$ cat src/rtl/calc_pkg.sv
// calc_pkg: key codes, op encodings and FSM states shared by the key sequencer.
package calc_pkg;
    localparam logic [4:0] KEY_ADD = 5'h10;
    localparam logic [4:0] KEY_SUB = 5'h11;
    localparam logic [4:0] KEY_MUL = 5'h12;
    localparam logic [4:0] KEY_DIV = 5'h13;
    localparam logic [4:0] KEY_EQ  = 5'h14;
    localparam logic [4:0] KEY_CLR = 5'h15;
    localparam logic [1:0] OP_ADD = 2'b00;
    localparam logic [1:0] OP_SUB = 2'b01;
    localparam logic [1:0] OP_MUL = 2'b10;
    localparam logic [1:0] OP_DIV = 2'b11;
    typedef enum logic [2:0] {S_IDLE, S_A, S_OP, S_B, S_HOLD} state_t;
endpackage

$ cat src/rtl/calc_key_timer.sv
// calc_key_timer: idle down-counter; expire pulses when the count runs out while enabled.
module calc_key_timer #(
    parameter int TIMEOUT_CYC = 1000
) (
    input  logic clk,
    input  logic rst,
    input  logic clr,
    input  logic en,
    output logic expire
);
    localparam int CW = TIMEOUT_CYC > 0 ? $clog2(TIMEOUT_CYC + 1) : 1;
    localparam logic [CW-1:0] LOAD = CW'(TIMEOUT_CYC > 0 ? TIMEOUT_CYC - 1 : 0);
    logic [CW-1:0] cnt_q, cnt_d;
    // A full count means no idle time has elapsed yet.
    always_comb begin
        cnt_d = clr ? LOAD : (en && cnt_q != '0) ? cnt_q - 1'b1 : cnt_q;
        expire = (TIMEOUT_CYC > 0) && en && !clr && cnt_q == '0;
    end
    always_ff @(posedge clk or posedge rst) begin
        if (rst) cnt_q <= LOAD;
        else cnt_q <= cnt_d;
    end
endmodule

$ cat src/rtl/calc_key_sequencer.sv
// calc_key_sequencer: assembles A/op/B from key events, drives the calculator
// and holds its result on a valid/ready interface.
module calc_key_sequencer
    import calc_pkg::*;
#(
    parameter int DATA_W      = 4,
    parameter int TIMEOUT_CYC = 1000
) (
    input  logic                clk,
    input  logic                rst,
    input  logic [4:0]          key_code,
    input  logic                key_valid,
    output logic                key_ready,
    output logic [DATA_W-1:0]   calc_a,
    output logic [DATA_W-1:0]   calc_b,
    output logic [1:0]          calc_op,
    input  logic [2*DATA_W-1:0] calc_result,
    input  logic                calc_error,
    output logic [2*DATA_W-1:0] res_data,
    output logic                res_error,
    output logic                res_valid,
    input  logic                res_ready,
    output logic                timeout
);
    state_t state_q, state_d;
    logic [DATA_W-1:0] a_q, a_d, b_q, b_d;
    logic [1:0] op_q, op_d;
    logic [2*DATA_W-1:0] rd_q, rd_d;
    logic re_q, re_d, rv_q, rv_d, to_q, to_d;
    logic take, is_digit, is_op, is_def, entry, expire;
    assign key_ready = state_q != S_HOLD;
    assign take = key_valid && key_ready;
    assign is_digit = !key_code[4];
    assign is_op = key_code >= KEY_ADD && key_code <= KEY_DIV;
    assign is_def = key_code <= KEY_CLR;
    assign entry = state_q inside {S_A, S_OP, S_B};
    assign calc_a = a_q;
    assign calc_b = b_q;
    assign calc_op = op_q;
    assign res_data = rd_q;
    assign res_error = re_q;
    assign res_valid = rv_q;
    assign timeout = to_q;
    calc_key_timer #(.TIMEOUT_CYC(TIMEOUT_CYC)) u_timer (
        .clk    (clk),
        .rst    (rst),
        .clr    ((take && is_def) || !entry),
        .en     (entry),
        .expire (expire)
    );
    always_comb begin
        state_d = state_q;
        a_d = a_q;
        b_d = b_q;
        op_d = op_q;
        rd_d = rd_q;
        re_d = re_q;
        rv_d = rv_q;
        case (state_q)
            S_IDLE: if (take && is_digit) begin
                a_d = DATA_W'(key_code[3:0]);
                state_d = S_A;
            end
            S_A: if (take && is_digit) a_d = DATA_W'(key_code[3:0]);
                 else if (take && is_op) begin
                     op_d = key_code[1:0];
                     state_d = S_OP;
                 end
            S_OP: if (take && is_op) op_d = key_code[1:0];
                  else if (take && is_digit) begin
                      b_d = DATA_W'(key_code[3:0]);
                      state_d = S_B;
                  end
            S_B: if (take && is_digit) b_d = DATA_W'(key_code[3:0]);
                 else if (take && key_code == KEY_EQ) begin
                     rd_d = calc_result;
                     re_d = calc_error;
                     rv_d = 1'b1;
                     state_d = S_HOLD;
                 end
            S_HOLD: if (res_ready) rv_d = 1'b0;
            default: state_d = S_IDLE;
        endcase
        // Handshake, clear key and timeout all abandon the entry the same way.
        if ((state_q == S_HOLD && res_ready) || (take && key_code == KEY_CLR) || expire) begin
            a_d = '0;
            b_d = '0;
            op_d = OP_ADD;
            state_d = S_IDLE;
        end
        to_d = expire;
    end
    always_ff @(posedge clk or posedge rst) begin
        if (rst) begin
            state_q <= S_IDLE;
            a_q <= '0;
            b_q <= '0;
            op_q <= OP_ADD;
            rd_q <= '0;
            re_q <= 1'b0;
            rv_q <= 1'b0;
            to_q <= 1'b0;
        end else begin
            state_q <= state_d;
            a_q <= a_d;
            b_q <= b_d;
            op_q <= op_d;
            rd_q <= rd_d;
            re_q <= re_d;
            rv_q <= rv_d;
            to_q <= to_d;
        end
    end
endmodule

$ cat config.mk
export PLATFORM = sky130hd
export DESIGN_NAME = calc_key_sequencer
export DESIGN_NICKNAME = d
export VERILOG_FILES = /design/src/rtl/calc_pkg.sv /design/src/rtl/calc_key_timer.sv /design/src/rtl/calc_key_sequencer.sv
export SDC_FILE = /design/constraint.sdc
export NUM_CORES = 1
export LEC_CHECK = 0
export CAP_MARGIN = 20
export CORE_UTILIZATION = 45
export DETAILED_ROUTE_END_ITERATION = 8
export PLACE_DENSITY = 0.84
export SLEW_MARGIN = 5
export SYNTH_ARGS = -nofsm -noshare
export SYNTH_HDL_FRONTEND = slang
export SYNTH_SLANG_ARGS = --single-unit
$ cat constraint.sdc
create_clock -name clk -period 2.3 [get_ports clk]
set_input_delay 0.46 -clock clk [delete_from_list [all_inputs] [get_ports clk]]
set_output_delay 0.46 -clock clk [all_outputs]
set_load 0.05 [all_outputs]
==> reports/results.tsv <==
metric	value	unit
outcome	finished clean	
crit start category	flop	
grt ovf	0	
fmax	0.476	GHz
# IOs	40	
CTS resizes	0	
Hold Path Class	flop to flop	
Fin Clk Skew	0.00977	ns
placed cells	238	
Worst-path clk slew	0.11	ns
total number of yosys warnings	0	
# diodes	0	
Synth Area in Compound Gates	0.0924	
via count	1324	
Avg Vias per Cell	5.38	
Post-Place Worst Slack	0.0576	ns
P per Cell Area	871	nW/um2
Rel. slew slack	0.460	
P_leak	0.950	nW
Synth top area share	0.394	
cell accounting for the most synthesized area	dfrtp_1	
main combinational cell family by area after synthesis	simple AND/OR/NAND/NOR gates	
Skew-Pair Late Insertion Delay	0.33	ns
most frequent cell after synthesis	dfrtp_1	
final WL	3540	um
Reg2Reg Depth	6	
Setup violations, final	0	
Hold Path Stages	1	
#FFs+latches synth	34	
Synth Flop Type	dfrtp_1	
final net count	219	
CP max FO	10	
VDD IR max	0.478	mV
sw frac	0.374	
Core Util, Final	0.650	
vias in the first global route	1349	
DRC viols	0	
Sequential Power Share	0.420	
number of enable flip-flop cells after synthesis	0	
Async SR Flop Fraction	1.00	
RSZ-0062 raised after global routing	false	
PnR Total Power	0.00193	W
Sequential Area	861	um2
largest net degree at the start of global routing	35	
Core Region	3420	um2
Mapped Avg Cell Area	11.0	um2
register area share after synthesis	0.521	
initial antenna violation count	0	
non-filler cells, final	246	
Cells after Synth	150	
slew at the pin with the worst max-slew slack	0.803	ns
DR pass1 iterations	4	
Post-Synth Simple-Gate Area	0.188	
H-tree depth	2	
post-CTS setup buffers	0	
IO buf count	39	
Final Hold Fails	0	
combinational power share	0.360	
total track usage	0.207	
CTS tree	built	
Antenna Violating Nets Remaining	0	
Starting DRT DRC Count	126	
die width	62.6	um
Site Rows	21	
initial core utilization	0.484	
Top Usage Layer GRT	met2	
met2 Resource Use GR	0.351	
Critical Path AT	2.32	ns
Final GP Congestion	0.834	
multi-input logic area	757	um2
first-pass GRT wire length	6270	um
DPL Wire Length	2630	um
net switching power	0.000723	W
Mapped Area	1650	um2
Max Cap Viol	0	
final worst slack	0.199	ns
library cells used by synthesis	42	
Final Critical Period	2.10	ns
M1 GR Usage	0.257	
wire length per cell	14.4	um
synth top area cells	dfrtp_1 39%, dfstp_2 13%, mux2i_1 7.3%	
die area	3920	um2
kind of critical path	flop to flop	
post-synthesis mux area share	0.134	
Post-synth top cells	26 x dfrtp_1, 20 x nor2_1, 12 x mux2i_1	
CTS root buf	clkbuf_4	
Internal Power	0.00121	W
hold_buf cts	0	
Crit path required time	2.52	ns
GR Layer Usage met3	0.0438	
max-slew violations	0	
CTS buffer count	5	
Tcrit/Tclk final	0.913	
adder-cell share of the synthesized area	0.0151	
fraction of layout cells with a size suffix above 1	0.215	
Sink Count	34	
FILL cells	269	
DIE HEIGHT	62.6	um
Post-Synth XOR/XNOR Area	0.0212	
Worst Setup End Kind	flop	
Layout area overhead	34.3	%
Syn Nets	170	
setup_tns	0	ns
clock share of power	0.220	
clock buffer depth	2	
placed cells by master, fill, tap and decap left out, types with 2 or more instances in the layout:
master,Yosys,layout
clkbuf_4,0,5
clkinv_2,0,2
mux2i_1,12,12
nor2_1,20,20
nor4_1,3,2
a31oi_1,4,4
nand2_1,9,9
and3_1,2,2
nor3b_1,2,2
nor2b_1,2,2
nor3_1,3,3
dfstp_2,8,8
o21ai_0,5,5
buf_4,0,9
nor4b_1,2,2
ha_1,2,2
xnor2_1,2,2
dfrtp_1,26,26
nand3_1,3,3
mux2_2,9,9
inv_1,5,5
o31ai_1,2,2
clkdlybuf4s50_1,0,38
xor2_1,2,2
nand2b_1,3,3
a21oi_1,2,2
cell type report:
type	instances	share of cell area
Clock buffer	5	0.0169
Timing Repair Buffer	47	0.202
Inverter	5	0.00846
Tap cell	46	0.0259
Clock inverter	3	0.0180
Sequential cell	34	0.388
Multi-Input combinational cell	106	0.341
power groups by stage:
stage | clock network [W] | registers [W] | logic, W
finish | 0.000426 | 0.000812 | 0.000695
global placement | 0 | 0.000813 | 0.000681
detailed placement | 0 | 0.000821 | 0.000697
global route | 0.000462 | 0.000831 | 0.000739
CTS | 0.000434 | 0.000811 | 0.000701
floorplan | 0 | 0.00108 | 0.000181
per-stage QoR:
step	area [um2]	hold slack, ns
6_report	2220	0.497
5_1_grt	2220	0.537
4_1_cts	2210	0.500
3_5_place_dp	2140	0.465
3_3_place_gp	2140	0.465
2_1_floorplan	1650	0.520
state kept, by name, summed over array words and instances, names as in the netlist:
| signal | count |
|---|---|
| res_valid | 1 |
| res_error | 1 |
| calc_a | 4 |
| u_timer.cnt_q | 10 |
| timeout | 1 |
| state_q | 3 |
| calc_b | 4 |
| calc_op | 2 |
| res_data | 8 |
critical path, stage by stage, from the launching register on:
cell and delay [ns]:
dfstp_2 0.40, inv_1 0.08, ha_1 0.16, or4b_4 0.48, or3_4 0.45, o211ai_4 0.32
nor2_1 0.10
worst paths after layout:
check,start,endpoint,slack [ns]
worst max-delay path,u_timer.cnt_q[0]$_DFFE_PP1P_,calc_a[1]$_DFFE_PP0P_,0.20
worst min-delay path,res_valid$_DFFE_PP0P_,res_valid$_DFFE_PP0P_,0.50
worst max register to register,u_timer.cnt_q[0]$_DFFE_PP1P_,calc_a[1]$_DFFE_PP0P_,0.20
worst min register to register,res_valid$_DFFE_PP0P_,res_valid$_DFFE_PP0P_,0.50
max in group asynchronous,rst,u_timer.cnt_q[0]$_DFFE_PP1P_,1.46
min in group asynchronous,rst,timeout$_DFF_PP0_,0.51
per-layer routing:
layer	vias up	routed length, um
met5	-	0
met4	0	62
met3	7	141
met2	31	1760
met1	654	1580
li1	632	-
logic make-up after synthesis:
kind of cell,count (synthesis)
AOI/OAI and AO/OA,21
xor gates and xnor gates,4
adders and majority gates,2
buffers and inverters,10
DFF,34
muxes,21
and+or+nand+nor,58
(Power assumes the default switching activity.)
